==> src/rtl/seq_det_sched.sv <==
// Sequences a serial Moore detector over a parallel test word, shifting LSB-first,
// and reports the hit count and first-hit bit index through a start/busy/done handshake.
module seq_det_sched #(
  parameter int WIDTH = 60,
  parameter int IDXW  = 6,
  parameter int CNTW  = 7
) (
  input  logic              clk,
  input  logic              reset,
  input  logic              start,
  input  logic              abort,
  input  logic [WIDTH-1:0]  pattern,
  output logic              det_reset_n,
  output logic              det_i,
  input  logic              det_o,
  output logic              busy,
  output logic              done,
  output logic [CNTW-1:0]   hit_cnt,
  output logic              first_hit_vld,
  output logic [IDXW-1:0]   first_hit_idx
);

  typedef enum logic [2:0] {IDLE, CLR, SHIFT, DRAIN, DONE} state_t;

  localparam logic [IDXW-1:0] LAST_IDX = IDXW'(WIDTH - 1);
  localparam logic [CNTW-1:0] CNT_MAX  = {CNTW{1'b1}};

  state_t           state;
  logic [WIDTH-1:0] shreg;
  logic [IDXW-1:0]  bit_idx;
  logic             sample_en;
  logic [IDXW-1:0]  sample_idx;
  logic             abort_run;

  // det_o lags det_i by one cycle, so the sample taken in SHIFT k belongs to bit k-1
  // and the DRAIN sample belongs to the last bit.
  always_comb begin
    sample_en  = 1'b0;
    sample_idx = '0;
    abort_run  = abort && (state == CLR || state == SHIFT || state == DRAIN);
    if (state == SHIFT && bit_idx != '0) begin
      sample_en  = 1'b1;
      sample_idx = bit_idx - IDXW'(1);
    end else if (state == DRAIN) begin
      sample_en  = 1'b1;
      sample_idx = bit_idx;
    end
  end

  always_ff @(posedge clk) begin
    if (reset) begin
      state         <= IDLE;
      shreg         <= '0;
      bit_idx       <= '0;
      det_reset_n   <= 1'b0;
      det_i         <= 1'b0;
      busy          <= 1'b0;
      done          <= 1'b0;
      hit_cnt       <= '0;
      first_hit_vld <= 1'b0;
      first_hit_idx <= '0;
    end else if (abort_run) begin
      // Pulse the detector reset on the way out so no stale state survives the abort.
      state       <= IDLE;
      det_reset_n <= 1'b0;
      det_i       <= 1'b0;
      busy        <= 1'b0;
      done        <= 1'b0;
    end else begin
      done <= 1'b0;
      if (sample_en && det_o) begin
        if (hit_cnt != CNT_MAX) hit_cnt <= hit_cnt + CNTW'(1);
        if (!first_hit_vld) begin
          first_hit_vld <= 1'b1;
          first_hit_idx <= sample_idx;
        end
      end
      case (state)
        IDLE: begin
          det_reset_n <= 1'b1;
          det_i       <= 1'b0;
          if (start) begin
            state         <= CLR;
            busy          <= 1'b1;
            det_reset_n   <= 1'b0;
            shreg         <= pattern;
            bit_idx       <= '0;
            hit_cnt       <= '0;
            first_hit_vld <= 1'b0;
            first_hit_idx <= '0;
          end
        end
        CLR: begin
          state       <= SHIFT;
          det_reset_n <= 1'b1;
          det_i       <= shreg[0];
          shreg       <= shreg >> 1;
          bit_idx     <= '0;
        end
        SHIFT: begin
          if (bit_idx == LAST_IDX) begin
            state <= DRAIN;
            det_i <= 1'b0;
          end else begin
            det_i   <= shreg[0];
            shreg   <= shreg >> 1;
            bit_idx <= bit_idx + IDXW'(1);
          end
        end
        DRAIN: begin
          state <= DONE;
          done  <= 1'b1;
        end
        DONE: begin
          state <= IDLE;
          busy  <= 1'b0;
        end
        default: begin
          state <= IDLE;
          busy  <= 1'b0;
        end
      endcase
    end
  end

endmodule

==> config.mk <==
export PLATFORM = sky130hd
export DESIGN_NAME = seq_det_sched
export DESIGN_NICKNAME = d
export VERILOG_FILES = /design/src/rtl/seq_det_sched.sv
export SDC_FILE = /design/constraint.sdc
export NUM_CORES = 1
export LEC_CHECK = 0
export ABC_AREA = 1
export BUFFER_PORTS_ARGS = -buffer_cell sky130_fd_sc_hd__buf_2
export CAP_MARGIN = 20
export CELL_PAD_IN_SITES_DETAIL_PLACEMENT = 2
export CELL_PAD_IN_SITES_GLOBAL_PLACEMENT = 2
export CORE_MARGIN = 2
export CORE_UTILIZATION = 26
export DETAILED_ROUTE_END_ITERATION = 7
export PLACE_DENSITY_LB_ADDON = 0.1
export SYNTH_ARGS = -nofsm -noshare
export SYNTH_HDL_FRONTEND = slang
export SYNTH_SLANG_ARGS = --single-unit
==> constraint.sdc <==
create_clock -name clk -period 1.5 [get_ports clk]
set_input_delay 0.15 -clock clk [delete_from_list [all_inputs] [get_ports clk]]
set_output_delay 0.15 -clock clk [all_outputs]
set_load 0.1 [all_outputs]
### Word-level counts from Yosys, hierarchy flattened

Cells that the tools add are included.

* register bits after elaboration: 87
* output and inout bits: 18
* word-level logic and storage cells: 67

* bitwise operators: 2
* reductions and logical operators: 14
* $add $sub $neg: 3
* equal/unequal tests: 8
* muxes and demuxes: 30

Operator list (number)
* $pmux W60 S3: 1
* $mux W60: 2
* $mux W6: 8
* $mux W7: 4
* $pmux W6 S3: 1
* $pmux W3 S4: 1
* $mux W1: 8
* $add A7 B1 Y7 const B: 1
* $ne A7 B7 Y1 const B: 1
* $add A6 B1 Y6 const B: 1
* $eq A3 B2 Y1 const B: 2
* $eq A6 B6 Y1 const B: 1
* $mux W3: 2
* $reduce_bool A6 Y1: 1
* $sub A6 B1 Y6 const B: 1
* $ne A2 B2 Y1 const B: 2
* $pmux W1 S2: 2
* $reduce_and A2 Y1: 2
* $reduce_and A4 Y1: 1
* $eq A3 B1 Y1 const B: 1
* $logic_and A1 B1 Y1: 3
* $logic_not A3 Y1: 1
* $pmux W1 S3: 1
* $reduce_bool A3 Y1: 1
* other kinds (6): 8

### Logic depth before layout (Yosys ltp)

* depth after elaboration: 7
* gate-level depth with buffers: 12
* mapped depth without buffers: 10

### Worst setup path after synthesis

No wires, ideal clock.

* path type: register to register
* start point: reg hit_cnt[0]
* end point: reg hit_cnt[4]
* arrival time: 2.036 ns
* library setup time: 0.119 ns
* stages on the path, launching flop included: 9
* required time: 1.381 ns
* slack: -0.655 ns
* cell sequence: dfxtp_1 > ha_1 > nand3_1 > nor2_1 > nand2_1 > nand3_1 > nor2_1 > a21oi_1 > nor2_1

* word-level cells in the longest chain between the ends: 5

Ends and longest elaborated chain
* start, declared: line 18 `output logic [CNTW-1:0] hit_cnt,`
* start signal, assigned: line 72 `if (hit_cnt != CNT_MAX) hit_cnt <= hit_cnt + CNTW'(1);`
* $add A7 B1 Y7 or $ne A7 B7 Y1 (tied branches): line 72
* $mux W7 *: line 72
* $mux W7 *: line 71 `if (sample_en && det_o) begin`
* $mux W7: line 82 `if (start) begin`
* $mux W7 *: line 78 `case (state)`

Every way passes the cells marked *; elsewhere a longest branch is shown, timed or not.
A chain may end at the register's enable or synchronous reset.

### Worst setup path after layout

* start point: reg bit_idx[0]
* end point: reg shreg[12]

* word-level cells in the longest chain between the ends: 3

Ends and longest elaborated chain
* start, declared: line 30 `logic [IDXW-1:0] bit_idx;`
* start signal, assigned: line 107 `bit_idx <= bit_idx + IDXW'(1);`
* $eq A6 B6 Y1: line 101 `if (bit_idx == LAST_IDX) begin`
* $ne A2 B2 Y1 (no source line)
* $reduce_and A4 Y1 (no source line)
* end signal, assigned: line 86 `shreg <= pattern;`
* end signal, assigned: line 97 `shreg <= shreg >> 1;`
* end signal, assigned: line 106 `shreg <= shreg >> 1;`
* end, declared: line 29 `logic [WIDTH-1:0] shreg;`

No other way between the ends.

==> flow_summary.json <==
{
  "hpwl_um": 10200,
  "die_x_um": 131.8,
  "grt_usage": 0.1841,
  "cts_root_buffer": "clkbuf_16",
  "ys_seq_area_frac": 0.4103,
  "cp_top_family": "simple AND/OR/NAND/NOR gates",
  "vias": 4766,
  "rsz0062_at_grt": "yes",
  "final_cell_mix": "nand2_1 (219), nor2_1 (114), buf_2 (82)",
  "fin_crit_ns": 1.726,
  "gr-total-overflow": 0,
  "clk_path_buf_depth": 2,
  "syn_nets": 734,
  "setup-violations-final": 75,
  "dp_cells": 978,
  "grt_max_degree": 61,
  "min_path_type": "primary input to flop",
  "viasPerCell": 4.668,
  "endpoint_kind": "flop",
  "netlist_instances": 665,
  "tightest_slew_ns": 0.4955,
  "drt_wl_total_um": 16670,
  "route.detailed.drc": 0,
  "finalClockSkew_ns": 0.008284,
  "tns_ns": -10.17,
  "worst-path-buf-inv": 4,
  "slew_headroom": 0.6720,
  "io_pins": 83,
  "violations": "negative setup slack",
  "die_h_um": 131.8,
  "setup_slack_ns": -0.2263,
  "cap_violations": 0,
  "grt_pass1_wl_um": 26080,
  "worstSkewPairLatency_ns": 0.36,
  "peakVddDrop_uv": 511.1,
  "clkTransAtPathRegs_ns": 0.07,
  "start_kind": "flop",
  "criticalPathCategory": "flop to flop",
  "synth_edf_count": 0,
  "nFillCells": 1888,
  "synth_cell_type_count": 26,
  "cts-htree-levels": 3,
  "critPathMaxFanout": 7,
  "final_common_cell": "nand2_1",
  "grt_pass1_vias": 5211,
  "start_util": 0.2663,
  "routedWlPerCell_um": 16.33,
  "area_growth_pct": 49.37,
  "num_rows": 46,
  "synthArstFlopShare": 0,
  "drt_iter0_markers": 206,
  "power-per-cell-area_mw_per_mm2": 1142,
  "slowest_delay_ns": 0.37,
  "ys.warnings.count": 0,
  "synth.area.top_cells": "dfxtp_1 (41%), nand2_1 (20%), nor2_1 (13%)",
  "cts_tree": "yes",
  "dieArea_mm2": 0.01737,
  "holdBufCountCts": 0,
  "ys_ff_latch": 87,
  "status": "finished, violations left",
  "cts.sinks": 87,
  "crit_path_top_delay_cell": "dfxtp_4",
  "yosys_most_used_dff": "dfxtp_1",
  "layout.nets": 870,
  "cp.arrival_ns": 1.98,
  "yosysTopAreaCell": "dfxtp_1",
  "worstPathRequired_ns": 1.75,
  "final_cell_count_no_fill": 1021,
  "diodes": 0,
  "holdWs_ns": 0.1095,
  "final_hold_viol_count": 0,
  "port-buffer-count": 82,
  "first_pass_iters": 4,
  "gp_congestion": 0.7853,
  "clock.fmax_mhz": 579.3,
  "detail-route-antenna-nets": 0,
  "antenna_found_initial": 0,
  "drv_slew": 0,
  "drive_above_1_share": 0.3491,
  "period_share": 1.151,
  "coreArea_mm2": 0.01594,
  "p_leak_nw": 3.054,
  "synth.avg_cell_area_um2": 6.384,
  "numCtsBuffers": 9,
  "crit_chain": "ha_4 -> nand4_1 -> nor2_2 -> inv_2 -> nand2_8 -> inv_8 -> buf_12 -> buf_12 -> nor2_2 -> nor2_1",
  "synth.top_cell.area_share": 0.4103,
  "syn-cell-area_mm2": 0.004245
}
## final cells by class
| type | count | area, um2 | share of cell area |
|---|---|---|---|
| Clock inverter | 1 | 30.03 | 0.004736 |
| Multi-Input combinational cell | 506 | 2546 | 0.4015 |
| Inverter | 37 | 158.9 | 0.02506 |
| Sequential cell | 87 | 1779 | 0.2806 |
| Timing Repair Buffer | 160 | 1292 | 0.2038 |
| Tap cell | 216 | 270.3 | 0.04262 |
| Clock buffer | 14 | 264.0 | 0.04163 |
## synthesized netlist by cell type (2+ instances only)
cell / number
nand2_1: 224
nor2_1: 143
dfxtp_1: 87
o21ai_0: 48
inv_1: 33
a21oi_1: 23
o21ai_1: 22
nand3_1: 19
buf_2: 16
clkbuf_1: 9
buf_6: 8
nand4_1: 6
ha_1: 4
inv_2: 4
nand2_2: 4
xor2_1: 4
nor3_1: 2
## state kept, by name, indices dropped and copies added (netlist names)
| name | cells |
|---|---|
| shreg | 60 |
| hit_cnt | 7 |
| bit_idx | 6 |
| first_hit_idx | 6 |
| state | 3 |
| busy | 1 |
| det_i | 1 |
| det_reset_n | 1 |
| done | 1 |
| first_hit_vld | 1 |
## metrics by stage
step	setup WS (ns)	util	power, W	instance area, um2
after detailed placement	-0.2860	0.3306	0.004456	5271
after global routing	-0.3499	0.3977	0.007648	6341
final	-0.2263	0.3977	0.007243	6341
after CTS	-0.1101	0.3788	0.007126	6040
after floorplan	-0.01025	-	0.003783	4279
after global placement	-0.1689	0.3306	0.004366	5271
## tightest hold or removal path, cell delays in order
cell     delay, ns
buf_2         0.11
nand3_1       0.10
a21oi_2       0.06
## power by group
group	switching [W]	total [W]	internal, W
clock	0.000988	0.00237	0.00138
combinational	0.00122	0.00213	0.000907
sequential	0.000174	0.00275	0.00258
total	0.00238	0.00724	0.00486
## path summary, 6_finish.rpt
path / endpoint / slack, ns / start / cells after the start
max reg2reg: shreg[12] / -0.23 / bit_idx[0] / 10
max: shreg[12] / -0.23 / bit_idx[0] / 10
min: shreg[59] / 0.11 / pattern[59] / 3
min reg2reg: first_hit_idx[3] / 0.48 / first_hit_idx[3] / 2
## kinds of logic after synthesis
logic type / after synthesis / synth area share
xor+xnor: 4 / 0.008251
flops: 87 / 0.4103
simple gates: 403 / 0.3731
buf+inv: 72 / 0.08370
fa+ha+maj: 4 / 0.01179
compound gates: 95 / 0.1129
## routing by layer
| metal | global-route usage | part of all wire |
|---|---|---|
| met5 | 0 | 0 |
| met4 | 0.06220 | 0.013 |
| met3 | 0.02422 | 0.020 |
| met1 | 0.2216 | 0.44 |
| met2 | 0.3368 | 0.52 |
## repair_timing
item | 4_1_cts | 5_1_grt
hold endpoints to repair | 0 | 0
buffers inserted | 17 | 7
gates resized for setup | 105 | 70
pin swaps | 11 | 18
cloned | 3 | 2
setup endpoints to repair | 78 | 85
No activity file was read; power rests on OpenSTA's default activity.
